`src/rtl/shift_word_serializer.sv`:
```
// Parallel-word to serial-bit feeder for the bidirectional shift register.
// Replays each accepted word on ser_d/ser_en/ser_dir, then idles GAP_CYCLES.
module shift_word_serializer #(
  parameter int WIDTH      = 4,
  parameter int GAP_CYCLES = 0
) (
  input  logic             clk,
  input  logic             rst,
  input  logic [WIDTH-1:0] in_data,
  input  logic             in_msb_first,
  input  logic             in_valid,
  output logic             in_ready,
  output logic             ser_d,
  output logic             ser_en,
  output logic             ser_dir,
  output logic             busy,
  output logic             done
);

  localparam int CW = $clog2(WIDTH);
  localparam logic [CW-1:0] LAST = CW'(WIDTH - 1);
  localparam logic [3:0] GLAST = 4'(GAP_CYCLES - 1);

  typedef enum logic [1:0] {
    IDLE,
    SHIFT,
    GAP
  } state_t;

  state_t           state, state_n;
  logic [CW-1:0]    count, count_n;
  logic [3:0]       gcnt, gcnt_n;
  logic [WIDTH-1:0] shadow, shadow_n;
  logic             msb, msb_n;
  logic             d_n, en_n, dir_n;
  logic             busy_n, done_n;

  assign in_ready = (state == IDLE) && !rst;

  always_ff @(posedge clk or posedge rst) begin
    if (rst) begin
      state   <= IDLE;
      count   <= '0;
      gcnt    <= '0;
      shadow  <= '0;
      msb     <= 1'b0;
      ser_d   <= 1'b0;
      ser_en  <= 1'b0;
      ser_dir <= 1'b0;
      busy    <= 1'b0;
      done    <= 1'b0;
    end else begin
      state   <= state_n;
      count   <= count_n;
      gcnt    <= gcnt_n;
      shadow  <= shadow_n;
      msb     <= msb_n;
      ser_d   <= d_n;
      ser_en  <= en_n;
      ser_dir <= dir_n;
      busy    <= busy_n;
      done    <= done_n;
    end
  end

  // Outputs are computed one cycle ahead so they can be registered.
  always_comb begin
    state_n  = state;
    count_n  = count;
    gcnt_n   = gcnt;
    shadow_n = shadow;
    msb_n    = msb;
    dir_n    = ser_dir;
    d_n      = 1'b0;
    en_n     = 1'b0;
    busy_n   = 1'b0;
    done_n   = 1'b0;
    unique case (state)
      IDLE: begin
        if (in_valid) begin
          shadow_n = in_data;
          msb_n    = in_msb_first;
          dir_n    = !in_msb_first;
          count_n  = '0;
          en_n     = 1'b1;
          busy_n   = 1'b1;
          d_n      = in_msb_first ? in_data[WIDTH-1]
                                  : in_data[0];
          state_n  = SHIFT;
        end
      end
      SHIFT: begin
        if (count == LAST) begin
          done_n = 1'b1;
          if (GAP_CYCLES > 0) begin
            gcnt_n  = '0;
            busy_n  = 1'b1;
            state_n = GAP;
          end else begin
            state_n = IDLE;
          end
        end else begin
          count_n = count + 1'b1;
          en_n    = 1'b1;
          busy_n  = 1'b1;
          d_n     = msb ? shadow[LAST - count_n]
                        : shadow[count_n];
        end
      end
      GAP: begin
        if (gcnt == GLAST) begin
          state_n = IDLE;
        end else begin
          gcnt_n = gcnt + 1'b1;
          busy_n = 1'b1;
        end
      end
      default: state_n = IDLE;
    endcase
  end

endmodule

```
`config.mk`:
```
export PLATFORM = sky130hd
export DESIGN_NAME = shift_word_serializer
export DESIGN_NICKNAME = d
export VERILOG_FILES = /design/src/rtl/shift_word_serializer.sv
export SDC_FILE = /design/constraint.sdc
export NUM_CORES = 1
export LEC_CHECK = 0
export CORE_MARGIN = 1
export CORE_UTILIZATION = 41
export CTS_BUF_LIST = sky130_fd_sc_hd__clkbuf_4 sky130_fd_sc_hd__clkbuf_8
export CTS_CLUSTER_DIAMETER = 50
export DETAILED_ROUTE_END_ITERATION = 6
export PLACE_DENSITY = 0.69
export SLEW_MARGIN = 20
export SYNTH_ARGS = -nofsm -noshare
export SYNTH_HDL_FRONTEND = slang
export SYNTH_SLANG_ARGS = --single-unit
```
`constraint.sdc`:
```
create_clock -name clk -period 4.1 [get_ports clk]
set_clock_uncertainty 0.1 [all_clocks]
set_input_delay 0.82 -clock clk [delete_from_list [all_inputs] [get_ports clk]]
set_output_delay 0.82 -clock clk [all_outputs]
set_load 0.02 [all_outputs]
```
[Word level (Yosys, flattened, before mapping)]
Index checks and enable logic that the tools add are counted.
W data, S select, Z words.
Storage, ports and cells
  word-level logic and storage cells: 56
  bits in read-only memories: 0
  input port bits: 8
  bits in registers: 18
  memory bits (writable): 0
  output and inout bits: 6
  bits in latches: 0
  memories kept: 0
Operators by class
  mux-type cells: 23
  shift operators: 0
  bitwise gates (word level): 1
  equality and inequality tests: 8
  multipliers: 0
  $add $sub $neg: 3
  reduce and logical (&&, ||, !) cells: 9
  divide/modulo/power cells: 0
  magnitude comparators: 2
Operator list (number)
  $mux W1: 11
  $mux W2: 5
  $ne A2 B2 Y1 const B: 4
  $lt A2 B3 Y1 const B: 2
  $pmux W2 S3: 1
  $reduce_and A3 Y1: 2
  $add A4 B1 Y4 const B: 1
  $bmux W1 S2: 2
  $eq A2 B2 Y1 const B: 2
  $eq A4 B4 Y1 const B: 1
  $pmux W1 S2: 2
  $pmux W2 S2: 1
  $reduce_and A2 Y1: 2
  $pmux W1 S3: 1
  $add A2 B1 Y2 const B: 1
  $eq A2 B1 Y1 const B: 1
  $logic_not A1 Y1: 2
  $logic_not A2 Y1: 1
  $reduce_bool A2 Y1: 1
  $sub A2 B2 Y2 const A: 1
  $logic_and A1 B1 Y1: 1
  $not A1 Y1: 1

[Longest topological paths before layout]
Gate-level depths: netlist of the first run.
  word-level depth: 7
  mapped depth: 4
  mapped depth without buffers: 4

[Least setup slack after synthesis of the first run]
OpenSTA, ideal clock, no wires.
  path type: input to output
  from: input port rst
  to: output port in_ready
  buffers on the path: 0
  arrival: 1.100 ns
  required time: 3.180 ns
  setup slack: 2.080 ns
  stages on the path: 1
  cell sequence: nor2_1
On the way
  cells in the longest elaborated chain, start to end: 2
Ends and longest elaborated chain
  from (decl): RTL line 8  | input logic rst,
  $logic_not A1 Y1 (no line)
  $logic_and A1 B1 Y1: RTL line 38  | assign in_ready = (state == IDLE) && !rst;
  to (decl): RTL line 12  | output logic in_ready,
Every way passes these cells.

[Worst setup path in the final report of the first run]
Ends and elaborated chain as after synthesis.

==> results.py, run 1 <==
metrics = {
    "outcome": {
        "status": "finished clean",
    },
    "synthesis": {
        "synthCells": 42,
        "synthTopCellsByArea": "dfrtp_1, mux2_2, mux4_1",
        "syn_area_um2": 553,
        "synth_xor_area_frac": 0,
        "synth.most_common_cell": "dfrtp_1",
        "yosys-top-cells-count": "dfrtp_1, mux2_2, inv_1",
        "synthSimpleGateAreaFrac": 0.120,
        "synthAdderAreaFrac": 0.0226,
        "synth_top_family_by_area": "multiplexers",
        "ys_ff_latch": 12,
        "syn_nets": 51,
        "synth.distinct_cells": 21,
        "synth_mux_area_frac": 0.188,
        "synth_area_per_cell_um2": 13.2,
        "post-synth-top-area-cell": "dfrtp_1",
        "yosys_warnings": 0,
        "yosysSeqAreaShare": 0.543,
        "ys.flop_type": "dfrtp_1",
        "synth_top_area_share": 0.543,
        "synth_edf_count": 0,
        "synth-compound-area-share": 0.0679,
        "async_flop_share": 1.00,
    },
    "clocking": {
        "cts_setup_buffers": 0,
        "cts-root-buf": "clkbuf_4",
        "cts_tree": "done",
        "clock_latency_ns": 0.27,
        "numCtsBuffers": 3,
        "cts_hold_buf": 0,
        "h-tree-depth": 1,
        "cts_buffer_depth": 2,
        "clock_sinks": 12,
        "path_clk_slew_ns": 0.07,
        "ctsResizeCount": 0,
    },
    "job": {
        "cap_violations": 0,
    },
    "power_and_ir_drop": {
        "leakage_nw": 0.307,
        "p_int_w": 0.000351,
        "powerDensity_nw_per_um2": 783,
        "clkPwrFrac": 0.127,
        "ir_worst_vdd_mv": 0.393,
        "switching_power_w": 0.000198,
        "p_sw_frac": 0.361,
        "combPwrFrac": 0.467,
        "power_frac_seq": 0.406,
    },
    "global_routing": {
        "first_global_vias": 401,
        "grt-ovfl-total": 0,
        "grt_max_degree": 13,
        "grt_pass1_wl_mm": 1.73,
        "track_usage": 0.184,
        "antenna_found_initial": 0,
    },
    "floorplanning": {
        "die_area_um2": 1500,
        "pin_count": 14,
        "die_w_um": 38.7,
        "start_util": 0.466,
        "die_h_um": 38.7,
        "core_um2": 1190,
        "rows": 12,
    },
    "setup_path": {
        "arrival_ns": 1.93,
        "worst-path-max-fanout": 2,
        "end_kind": "output pin",
        "worst_ep_required_time_ns": 3.18,
        "critPathLaunchType": "input pin",
        "crit_type": "in2out",
    },
    "finish": {
        "syn2layout_area_growth_pct": 26.9,
        "seq_area_um2": 300,
        "final_nets": 67,
        "fill_cells": 93,
        "drive_above_1_share": 0.161,
        "n_antenna_cell": 0,
        "multiInputGateArea_um2": 220,
    },
    "sta": {
        "min_period_over_period": 0.696,
        "final_hold_viol_count": 0,
        "whs_ns": 0.429,
        "maxSlewViolCount": 0,
        "relSlewSlack": 0.526,
        "finalCriticalPeriod_ns": 2.85,
        "setup_violations": 0,
        "tns_ns": 0,
        "rsz0062_at_grt": "no",
        "max_freq_ghz": 0.350,
        "worst_pin_slew_ns": 0.709,
    },
    "drt": {
        "drc": 0,
        "drtIter0Drc": 8,
        "post_drt_via_cell_ratio": 5.54,
        "vias": 388,
        "ant_nets": 0,
        "wl_per_cell_um": 14.9,
        "wl_mm": 1.04,
        "dr.pass1.iters": 4,
    },
    "placed_design": {
        "io_buffers": 13,
        "gp_congestion": 0.846,
    },
    "hold_path": {
        "min_path_type": "reg2reg",
    },
}
## worst max-delay path, stage by stage
cell and delay [ns]:
clkdlybuf4s50_1 0.42, nor2_1 0.09, clkdlybuf4s50_1 0.60
## layout by cell type, fill, tap and decap left out
| cell type | Yosys | routed |
|---|---|---|
| nor2b_1 | 2 | 2 |
| and2_1 | 1 | 1 |
| dfrtp_1 | 12 | 12 |
| clkdlybuf4s50_1 | 0 | 13 |
| a21oi_1 | 1 | 1 |
| ha_1 | 1 | 1 |
| and2b_1 | 1 | 1 |
| mux2_1 | 1 | 1 |
| and2b_2 | 1 | 1 |
| nand2_1 | 1 | 1 |
| mux2i_1 | 1 | 1 |
| o41ai_1 | 1 | 1 |
| a2111oi_0 | 2 | 2 |
| o22ai_1 | 1 | 1 |
| clkbuf_4 | 0 | 3 |
| inv_1 | 3 | 3 |
| nor2_1 | 2 | 2 |
| nand2b_1 | 2 | 2 |
| mux4_1 | 1 | 1 |
| or2b_1 | 1 | 1 |
| mux2_2 | 5 | 5 |
## path summary, 6_finish.rpt
kind                       slack [ns]      from   endpoint  cells after the start
max                              1.25       rst   in_ready                      3
min                              0.43   ser_dir    ser_dir                      2
max reg2reg                      2.33  count[0]      ser_d                      4
min reg2reg                      0.43   ser_dir    ser_dir                      2
max in group asynchronous        2.81       rst  shadow[2]                      2
min in group asynchronous        0.78       rst      ser_d                      2
## per-stage QoR
step                      worst slack, ns   util  instances  cell area (um^2)  total power, W
after floorplan                      2.08      -         42               553        0.000396
after global placement               1.26  0.573         67               679        0.000460
after detailed placement             1.24  0.573         67               679        0.000481
after CTS                            1.24  0.592         70               702        0.000554
after global routing                 1.19  0.592         70               702        0.000586
final                                1.25  0.592         70               702        0.000549
## registers in the layout, summed over array words and instances, names as in the netlist
signal	count
shadow	4
count	2
busy	1
done	1
msb	1
ser_d	1
ser_dir	1
state	1
## final cells by class
cell class | count | area share
Clock buffer | 3 | 0.0321
Sequential cell | 12 | 0.428
Timing Repair Buffer | 13 | 0.185
Multi-Input combinational cell | 25 | 0.314
Inverter | 3 | 0.0160
Tap cell | 14 | 0.0250
## routing by layer
layer | part of all wire | GRT usage | wire (um) | up-vias
li1 | - | - | - | 177
met1 | 0.34 | 0.180 | 359 | 191
met2 | 0.59 | 0.350 | 621 | 17
met3 | 0.042 | 0.0520 | 44 | 3
met4 | 0.018 | 0.0776 | 19 | 0
met5 | 0 | 0 | 0 | -
## kinds of logic (layout without fill, tap and decap cells)
| logic type | Yosys count | count (layout) |
|---|---|---|
| adder cells (fa/ha/maj) | 1 | 1 |
| AO/OA/AOI/OAI | 5 | 5 |
| buffers and inverters | 5 | 19 |
| multiplexers | 8 | 8 |
| flip-flops | 12 | 12 |
| AND/OR/NAND/NOR | 11 | 11 |
## power by group through the flow
| stage | Clock, W | Sequential (W) | Combinational, W |
|---|---|---|---|
| after floorplan | 0 | 0.000232 | 0.000165 |
| after global placement | 0 | 0.000216 | 0.000244 |
| after detailed placement | 0 | 0.000225 | 0.000255 |
| after CTS | 0.0000708 | 0.000224 | 0.000259 |
| after global routing | 0.0000761 | 0.000231 | 0.000279 |
| final | 0.0000696 | 0.000223 | 0.000256 |
No activity file was read; power rests on OpenSTA's default activity.
==> run 2: changes to the inputs <==
--- a/config.mk
+++ b/config.mk
@@ -10,7 +10,7 @@
 export CTS_BUF_LIST = sky130_fd_sc_hd__clkbuf_4 sky130_fd_sc_hd__clkbuf_8
 export CTS_CLUSTER_DIAMETER = 50
 export DETAILED_ROUTE_END_ITERATION = 6
-export PLACE_DENSITY = 0.69
+export PLACE_DENSITY = 0.71
 export SLEW_MARGIN = 20
 export SYNTH_ARGS = -nofsm -noshare
 export SYNTH_HDL_FRONTEND = slang
==> constraint.sdc (replaced) <==
create_clock -name clk -period 2.6 [get_ports clk]
set_clock_uncertainty 0.1 [all_clocks]
set_input_delay 0.52 -clock clk [delete_from_list [all_inputs] [get_ports clk]]
set_output_delay 0.52 -clock clk [all_outputs]
set_load 0.02 [all_outputs]
==> results.py, run 2 (synthesis gave the netlist of run 1 again) <==
metrics = {
    "outcome": {
        "status": "finished clean",
    },
    "setup_path": {
        "arrival_ns": 1.65,
        "worst_ep_required_time_ns": 1.98,
        "critPathLaunchType": "input pin",
        "crit_type": "in2out",
        "worst-path-max-fanout": 2,
        "end_kind": "output pin",
    },
    "floorplanning": {
        "die_w_um": 38.7,
        "die_h_um": 38.7,
        "core_um2": 1190,
        "start_util": 0.466,
        "pin_count": 14,
        "die_area_um2": 1500,
        "rows": 12,
    },
    "drt": {
        "vias": 378,
        "post_drt_via_cell_ratio": 5.32,
        "drtIter0Drc": 3,
        "dr.pass1.iters": 2,
        "ant_nets": 0,
        "drc": 0,
        "wl_um": 969,
        "wl_per_cell_um": 13.6,
    },
    "sta": {
        "max_freq_ghz": 0.441,
        "maxSlewViolCount": 0,
        "worst_pin_slew_ns": 0.450,
        "final_hold_viol_count": 0,
        "finalCriticalPeriod_ns": 2.27,
        "tns_ns": 0,
        "rsz0062_at_grt": "no",
        "setup_violations": 0,
        "relSlewSlack": 0.700,
        "min_period_over_period": 0.872,
    },
    "clocking": {
        "h-tree-depth": 1,
        "numCtsBuffers": 3,
        "clock_latency_ns": 0.27,
        "clock_sinks": 12,
        "cts_setup_buffers": 0,
        "cts_buffer_depth": 2,
        "path_clk_slew_ns": 0.07,
        "cts_hold_buf": 0,
        "cts-root-buf": "clkbuf_4",
        "cts_tree": "done",
        "ctsResizeCount": 0,
    },
    "global_routing": {
        "antenna_found_initial": 0,
        "grt_max_degree": 13,
        "grt_busiest_layer": "met2",
        "first_global_vias": 398,
        "track_usage": 0.182,
        "gr-usage-met3": 0.0694,
        "met1_usage": 0.193,
        "grt-ovfl-total": 0,
        "use_met2": 0.292,
        "grt_pass1_wl_mm": 1.70,
    },
    "finish": {
        "largest_reg_flops": 4,
        "regMostFlops": "shadow",
        "postLayoutCellArea_um2": 709,
        "fill_cells": 91,
        "n_antenna_cell": 0,
        "top_regs": "shadow (4), count (2)",
        "syn2layout_area_growth_pct": 28.3,
        "layout_commonest_cell": "clkdlybuf4s50_1",
        "final_cell_mix": "clkdlybuf4s50_1, dfrtp_1, mux2_2, inv_1, clkbuf_4",
        "drive_above_1_share": 0.175,
        "final_nets": 68,
    },
    "power_and_ir_drop": {
        "leakage_nw": 0.312,
        "powerDensity_nw_per_um2": 1220,
        "ir_worst_vdd_mv": 0.485,
        "total_power_w": 0.000868,
    },
    "placed_design": {
        "place_area_um2": 687,
        "hpwl_um": 747,
        "gp_congestion": 0.758,
        "io_buffers": 13,
    },
    "job": {
        "cap_violations": 0,
    },
    "hold_path": {
        "min_path_type": "reg2reg",
    },
}
-- run 2: worst paths after layout --
kind                       startpoint   endpoint  slack (ns)  cells past startpoint
max                               rst   in_ready        0.33                      3
min                           ser_dir    ser_dir        0.44                      2
max reg2reg                  count[0]      ser_d        0.78                      4
min reg2reg                   ser_dir    ser_dir        0.44                      2
max in group asynchronous         rst  shadow[3]        1.61                      2
min in group asynchronous         rst   state[0]        0.48                      2
-- run 2: worst max-delay path: stages --
cell,delay [ns]
clkdlybuf4s50_1,0.42
nor2_1,0.09
clkdlybuf4s50_1,0.61
-- run 2: cell type report --
| type | count | area, um^2 | area share |
|---|---|---|---|
| timing repair buffer | 14 | 138 | 0.194 |
| clock buffer | 3 | 22.5 | 0.0317 |
| multi-input combinational | 25 | 220 | 0.310 |
| tap | 14 | 17.5 | 0.0247 |
| sequential | 12 | 300 | 0.423 |
| inverter | 3 | 11.3 | 0.0159 |
-- run 2: metal layers --
layer  share of wire  vias to the layer above
met5               0                        -
met4           0.026                        0
met3           0.026                        2
met2            0.53                        9
met1            0.42                      189
li1                -                      178
-- run 2: per-stage QoR --
stage / util / setup WS [ns] / std cells / hold slack [ns]
finish: 0.598 / 0.334 / 71 / 0.441
global placement: 0.579 / 0.355 / 68 / 0.404
global route: 0.598 / 0.304 / 71 / 0.475
CTS: 0.598 / 0.325 / 71 / 0.443
detailed placement: 0.579 / 0.323 / 68 / 0.428
floorplan: - / 0.909 / 42 / 0.285
-- run 2: report_power, final --
group          total, W  leakage, nW  internal [W]  switching, W
combinational  0.000406        0.156      0.000226      0.000180
sequential     0.000349        0.142      0.000280     0.0000689
clock          0.000113       0.0138     0.0000537     0.0000591
total          0.000868        0.312      0.000560      0.000308
==> run 3: changes to the inputs <==
--- a/config.mk
+++ b/config.mk
@@ -9,6 +9,7 @@
 export CORE_UTILIZATION = 41
 export CTS_BUF_LIST = sky130_fd_sc_hd__clkbuf_4 sky130_fd_sc_hd__clkbuf_8
 export CTS_CLUSTER_DIAMETER = 50
+export CTS_CLUSTER_SIZE = 8
 export DETAILED_ROUTE_END_ITERATION = 6
 export PLACE_DENSITY = 0.71
 export SLEW_MARGIN = 20
==> results of run 3 <==
Final layout, timing and power as in run 2 (identical DEF).
